===== src/rtl/stopwatch_pkg.sv =====
// Shared types and constants for the SS.hh stopwatch sequencer.
package stopwatch_pkg;

   localparam int unsigned BCD_W               = 4;
   localparam int unsigned NUM_DIGITS          = 4;
   localparam logic [BCD_W-1:0] BCD_MAX        = 4'd9;
   localparam int unsigned TICK_DIV_DEFAULT    = 1_000_000;
   localparam int unsigned SYNC_STAGES_DEFAULT = 2;

   localparam int unsigned NUM_BTN        = 3;
   localparam int unsigned BTN_START_STOP = 0;
   localparam int unsigned BTN_CLEAR      = 1;
   localparam int unsigned BTN_LAP        = 2;

   typedef enum logic [1:0] {
      ST_IDLE  = 2'd0,
      ST_RUN   = 2'd1,
      ST_PAUSE = 2'd2,
      ST_DONE  = 2'd3
   } state_t;

   // Display payload, d3 = tens of seconds ... d0 = units of hundredths
   typedef struct packed {
      logic [BCD_W-1:0] d3;
      logic [BCD_W-1:0] d2;
      logic [BCD_W-1:0] d1;
      logic [BCD_W-1:0] d0;
   } bcd_time_t;

   function automatic logic time_is_max(input bcd_time_t t);
      return (t.d3 == BCD_MAX) && (t.d2 == BCD_MAX) &&
             (t.d1 == BCD_MAX) && (t.d0 == BCD_MAX);
   endfunction

endpackage


===== src/rtl/bcd_digit_counter.sv =====
// One mod-10 BCD digit with synchronous clear and ripple carry to the next digit.
module bcd_digit_counter
   import stopwatch_pkg::*;
(
   input  logic             clk,
   input  logic             reset,
   input  logic             clr,
   input  logic             inc,
   output logic [BCD_W-1:0] q,
   output logic             carry_out
);

   always_ff @(posedge clk) begin
      if (reset || clr) begin
         q <= '0;
      end else if (inc) begin
         q <= (q == BCD_MAX) ? '0 : q + BCD_W'(1);
      end
   end

   assign carry_out = inc && (q == BCD_MAX);

endmodule


===== src/rtl/stopwatch_ctrl.sv =====
// Stopwatch sequencer: button sync/edge detect, 100 Hz prescaler, IDLE/RUN/PAUSE/DONE FSM,
// cascaded BCD count. Optional lap display hold is enabled by defining LAP_HOLD_EN.
module stopwatch_ctrl
   import stopwatch_pkg::*;
#(
   parameter int unsigned TICK_DIV    = TICK_DIV_DEFAULT,
   parameter int unsigned SYNC_STAGES = SYNC_STAGES_DEFAULT
) (
   input  logic             clk,
   input  logic             reset,
   input  logic             btn_start_stop,
   input  logic             btn_clear,
   input  logic             btn_lap,
   output logic [BCD_W-1:0] digit3,
   output logic [BCD_W-1:0] digit2,
   output logic [BCD_W-1:0] digit1,
   output logic [BCD_W-1:0] digit0,
   output logic             running,
   output logic             overflow
);

   localparam int unsigned PRESC_W = (TICK_DIV > 1) ? $clog2(TICK_DIV) : 1;
   localparam logic [PRESC_W-1:0] PRESC_LAST = PRESC_W'(TICK_DIV - 1);

   logic [NUM_BTN-1:0] w_btn;
   logic [NUM_BTN-1:0] w_evt;
   logic               w_ss_evt;
   logic               w_clr_evt;

   state_t             r_state;
   logic               r_running;
   logic               r_overflow;
   logic [PRESC_W-1:0] r_presc;
   logic               w_tick;
   logic               w_inc;
   logic               w_all_max;

   logic [NUM_DIGITS-1:0][BCD_W-1:0] w_q;
   logic [NUM_DIGITS-1:0]            w_dig_inc;
   logic [NUM_DIGITS-1:0]            w_dig_carry;
   logic                             w_unused_top_carry;
   bcd_time_t                        w_live;
   bcd_time_t                        w_disp;

   assign w_btn = {btn_lap, btn_clear, btn_start_stop};

   // Per-button synchronizer chain followed by a rising-edge detector
   for (genvar b = 0; b < NUM_BTN; b++) begin : g_btn
      logic [SYNC_STAGES-1:0] r_sync;
      logic                   r_edge;

      always_ff @(posedge clk) begin
         if (reset) begin
            r_sync <= '0;
            r_edge <= 1'b0;
         end else begin
            r_sync <= {r_sync[SYNC_STAGES-2:0], w_btn[b]};
            r_edge <= r_sync[SYNC_STAGES-1];
         end
      end

      assign w_evt[b] = r_sync[SYNC_STAGES-1] & ~r_edge;
   end

   assign w_ss_evt  = w_evt[BTN_START_STOP];
   assign w_clr_evt = w_evt[BTN_CLEAR];

   // Prescaler only advances in RUN; holding it in PAUSE keeps the fractional hundredth
   always_ff @(posedge clk) begin
      if (reset || w_clr_evt || (r_state == ST_IDLE)) begin
         r_presc <= '0;
      end else if (r_state == ST_RUN) begin
         r_presc <= w_tick ? '0 : r_presc + PRESC_W'(1);
      end
   end

   assign w_tick = (r_state == ST_RUN) && (r_presc == PRESC_LAST);

   assign w_live    = bcd_time_t'(w_q);
   assign w_all_max = time_is_max(w_live);
   assign w_inc     = w_tick && !w_all_max;

   assign w_dig_inc = {w_dig_carry[NUM_DIGITS-2:0], w_inc};
   assign w_unused_top_carry = w_dig_carry[NUM_DIGITS-1];

   for (genvar d = 0; d < NUM_DIGITS; d++) begin : g_digit
      bcd_digit_counter u_digit (
         .clk       (clk),
         .reset     (reset),
         .clr       (w_clr_evt),
         .inc       (w_dig_inc[d]),
         .q         (w_q[d]),
         .carry_out (w_dig_carry[d])
      );
   end

   // Control FSM; flag registers update together with the state
   always_ff @(posedge clk) begin
      if (reset || w_clr_evt) begin
         r_state    <= ST_IDLE;
         r_running  <= 1'b0;
         r_overflow <= 1'b0;
      end else begin
         case (r_state)
            ST_IDLE: begin
               if (w_ss_evt) begin
                  r_state   <= ST_RUN;
                  r_running <= 1'b1;
               end
            end
            ST_RUN: begin
               if (w_tick && w_all_max) begin
                  r_state    <= ST_DONE;
                  r_running  <= 1'b0;
                  r_overflow <= 1'b1;
               end else if (w_ss_evt) begin
                  r_state   <= ST_PAUSE;
                  r_running <= 1'b0;
               end
            end
            ST_PAUSE: begin
               if (w_ss_evt) begin
                  r_state   <= ST_RUN;
                  r_running <= 1'b1;
               end
            end
            ST_DONE: begin
               r_state <= ST_DONE;
            end
            default: begin
               r_state    <= ST_IDLE;
               r_running  <= 1'b0;
               r_overflow <= 1'b0;
            end
         endcase
      end
   end

`ifdef LAP_HOLD_EN
   bcd_time_t r_hold_time;
   logic      r_hold;

   // Lap toggles a frozen copy of the count on the display; counting continues underneath
   always_ff @(posedge clk) begin
      if (reset || w_clr_evt) begin
         r_hold      <= 1'b0;
         r_hold_time <= '0;
      end else if (w_evt[BTN_LAP] && (r_state == ST_RUN)) begin
         if (r_hold) begin
            r_hold <= 1'b0;
         end else begin
            r_hold      <= 1'b1;
            r_hold_time <= w_live;
         end
      end
   end

   assign w_disp = r_hold ? r_hold_time : w_live;
`else
   logic w_unused_lap;

   assign w_unused_lap = w_evt[BTN_LAP];
   assign w_disp       = w_live;
`endif

   assign digit3   = w_disp.d3;
   assign digit2   = w_disp.d2;
   assign digit1   = w_disp.d1;
   assign digit0   = w_disp.d0;
   assign running  = r_running;
   assign overflow = r_overflow;

endmodule


===== config.mk =====
export PLATFORM = sky130hd
export DESIGN_NAME = stopwatch_ctrl
export DESIGN_NICKNAME = d
export VERILOG_FILES = /design/src/rtl/stopwatch_pkg.sv /design/src/rtl/bcd_digit_counter.sv /design/src/rtl/stopwatch_ctrl.sv
export SDC_FILE = /design/constraint.sdc
export NUM_CORES = 1
export LEC_CHECK = 0
export ABC_AREA = 0
export ABC_CLOCK_PERIOD_IN_PS = 1700
export BUFFER_PORTS_ARGS = -buffer_cell sky130_fd_sc_hd__buf_2
export CORE_MARGIN = 5
export CORE_UTILIZATION = 50
export DETAILED_ROUTE_END_ITERATION = 6
export GPL_ROUTABILITY_DRIVEN = 0
export GPL_TIMING_DRIVEN = 0
export PLACE_DENSITY = 0.79
export SLEW_MARGIN = 0
export SYNTH_ARGS = -nofsm -noshare
export SYNTH_HDL_FRONTEND = slang
export SYNTH_SLANG_ARGS = --single-unit

===== constraint.sdc =====
create_clock -name clk -period 1.7 [get_ports clk]
set_input_delay 0.34 -clock clk [delete_from_list [all_inputs] [get_ports clk]]
set_output_delay 0.34 -clock clk [all_outputs]
set_load 0.005 [all_outputs]

==> summary.txt <==
Cells and area
  – Share of layout cells above drive strength 1: 0.308
  – Commonest non-fill, non-tap cell in the layout: nor2_1
  – Final instance area: 2750 um^2
  – N_diodes: 0
  – Commonest non-fill, non-tap cells in the layout: nor2_1 (33), dfxtp_1 (29), buf_2 (21)
  – Reg area: 942 um^2
  – Area grow syn2layout: 27.5%
  – Nets: 297
  – Filler Cells Inserted: 325
  – Multi-input gate area: 1220 um^2
  – Final Non-Filler Cells: 342

Setup path
  – Max Fanout on Critical Path: 5
  – Startpoint Class: register
  – Slowest cell on crit path: nor4_4
  – CP Buf/Inv Count: 1
  – Max stage delay on crit path: 0.39 ns
  – Critical path type: register to register
  – Worst path depth: 6
  – CP Launch Point: r_presc[8]
  – Element type at the critical path end: register
  – Top Family by Delay on Critical Path: simple AND/OR/NAND/NOR gates
  – CP Data Arrival Time: 1.92 ns
  – CP cell instances: nor4b_4 -> nand4_1 -> buf_6 -> nor4_4 -> mux2i_1 -> nor2_1
  – Crit path required time: 1.88 ns
  – FF-to-FF path depth: 6
  – Worst r2r src: r_presc[8]

Die
  – FP Rows: 23
  – # IOs: 23
  – Die Span X: 75.7 um
  – Die ar.: 5730 um^2
  – Die height: 75.7 um
  – Core area: 4090 um^2
  – Initial Util: 0.528

Global route
  – Number of global-route vias before repair: 1834
  – Largest net degree at the start of global routing: 15
  – Total track usage: 0.187
  – GRT Residual Overflow: 0
  – Initial antenna violation count: 0
  – First-pass GRT wire length: 8170 um

Detailed routing
  – Routed via count: 1873
  – Starting DRT DRC Count: 116
  – Post-route ant nets: 0
  – Remaining DRCs: 0
  – Detailed Routing Iterations Pass 1: 4
  – Final WL: 4770 um
  – Via density: 5.48
  – Drt wl/cell: 13.9 um

Place
  – IO Port Bufs: 21
  – Hpwl dp: 2990 um
  – Inst Count DP: 313
  – Placed cell area: 2320 um^2

STA
  – Fin crit period: 1.74 ns
  – Clock Skew: 0.00848 ns
  – Final hold vios: 0
  – Worst-margin pin slew: 0.583 ns
  – Period utilization: 1.02
  – Final setup viols: 7
  – Setup slack after layout: -0.0413 ns
  – Worst hold margin: 0.249 ns
  – FMAX: 574 MHz
  – RSZ-0062 raised after global routing: true
  – Slew headroom: 0.611
  – Max-slew violation count: 0

Power
  – Max rail drop VDD: 0.512 mV
  – PD cells: 785 nW/um^2
  – P_leak: 0.00101 uW

Synth
  – Post-Syn Instances: 242
  – Post-Syn Area: 2160 um^2
  – Net Count, Synth: 248
  – Main synth FF type: dfxtp_1
  – Asr flop ratio synth: 0
  – Sequential share of the synthesized area: 0.427
  – Distinct cells, synth: 42
  – Synth Area per Inst: 8.91 um^2
  – Synth Warn #: 0
  – Yosys reg bits: 46
  – Post-synth EDFFs: 0

Clock network
  – Clock Sinks: 46
  – H-tree depth: 2
  – CTS Hold Bufs: 0
  – Inserted Clock Buffers: 5
  – Worst-skew pair later-pin latency: 0.31 ns
  – CTS tree: done
  – Clk slew on worst S/H paths: 0.08 ns
  – Root Driver: clkbuf_8
  – Max clock buf depth: 2

Worst hold path
  – Hold WC Path Type: input port to register
  – Hold_sp: btn_clear
  – Hold depth: 2

Status
  – Status: finished, violations left
  – Failing checks: setup timing

Run
  – Max Cap Violations: 0
[sequential cells by signal, indices dropped and copies added (netlist names)]
signal             count
g_btn.r_sync           4
g_btn.r_edge           2
running                1
overflow               1
r_state                2
r_presc               20
g_digit.u_digit.q     16
[cell usage after synthesis (all sizes together) (2+ instances only)]
library cell,n,area (um^2)
xnor2,16,140
and4,2,17.5
buf,3,27.5
nor3b,2,15.0
and3,4,25.0
and2,3,20.0
mux2i,3,30.0
nand2b,2,12.5
clkbuf,2,7.51
nor2,33,124
and4b,2,20.0
or3,6,37.5
nand2,14,55.1
a21oi,13,65.1
a31oi,3,18.8
nand4,11,98.8
a21o,2,15.0
nor4,4,40.0
nor2b,10,62.6
dfxtp,46,921
nor3,6,30.0
inv,13,48.8
and4bb,4,50.1
nand3,11,67.6
o21ai,12,60.1
xor2,5,43.8
[routing by layer]
layer	global-route usage	up-vias	wire length, um
met5	0	-	0
met1	0.230	892	2200
li1	-	946	-
met3	0.0594	4	210
met4	0.0466	0	46
met2	0.317	31	2310
[worst register-to-register path: cells and delay by family, from the launching register on]
family,cells,cell delay (ns)
buffers and inverters,1,0.16
DFF,1,0.35
muxes,1,0.23
and+or+nand+nor,4,0.88
[worst paths after layout]
| check | endpoint | slack [ns] |
|---|---|---|
| worst max-delay path | g_digit[3].u_digit.q[1] | -0.04 |
| worst max register to register | g_digit[3].u_digit.q[1] | -0.04 |
| worst min-delay path | g_btn[1].r_sync[0] | 0.25 |
| worst min register to register | g_btn[0].r_sync[1] | 0.45 |
[power breakdown]
part / internal (uW) / switching, uW
Sequential: 1090 / 7.96
Combinational: 28.9 / 34.0
Clock: 627 / 376
Total: 1740 / 418
[cells by family after synthesis]
family,Yosys count,share of synthesized area
simple gates,118,0.332
fa+ha+maj,1,0.00580
compound gates,35,0.0974
mux,3,0.0139
flops,46,0.427
buf+inv,18,0.0389
xor+xnor,21,0.0853
[timing repair]
item | CTS | global route
gates resized for setup | 22 | 18
cloned | 1 | 0
buffers inserted | 17 | 3
hold endpoints to repair | 0 | 0
pin swaps | 11 | 10
endpoints found under the setup margin | 25 | 34
[stage by stage]
step | total power, uW | setup TNS [ns] | worst slack, ns | utilization
after global placement | 1160 | -3.16 | -0.225 | 0.569
after floorplan | 1150 | 0 | 0.0355 | -
after detailed placement | 1160 | -3.43 | -0.226 | 0.569
after global routing | 2230 | -1.92 | -0.152 | 0.673
after CTS | 2170 | -0.175 | -0.0664 | 0.654
final | 2160 | -0.139 | -0.0413 | 0.673
[area by class of cell]
class,instances,share of cell area
Clock buffer,6,0.0300
Multi-Input combinational cell,178,0.445
Buffer,5,0.0164
Tap cell,50,0.0227
Sequential cell,46,0.343
Inverter,13,0.0177
Timing Repair Buffer,42,0.104
Clock inverter,2,0.0218
(Power assumes the default switching activity.)
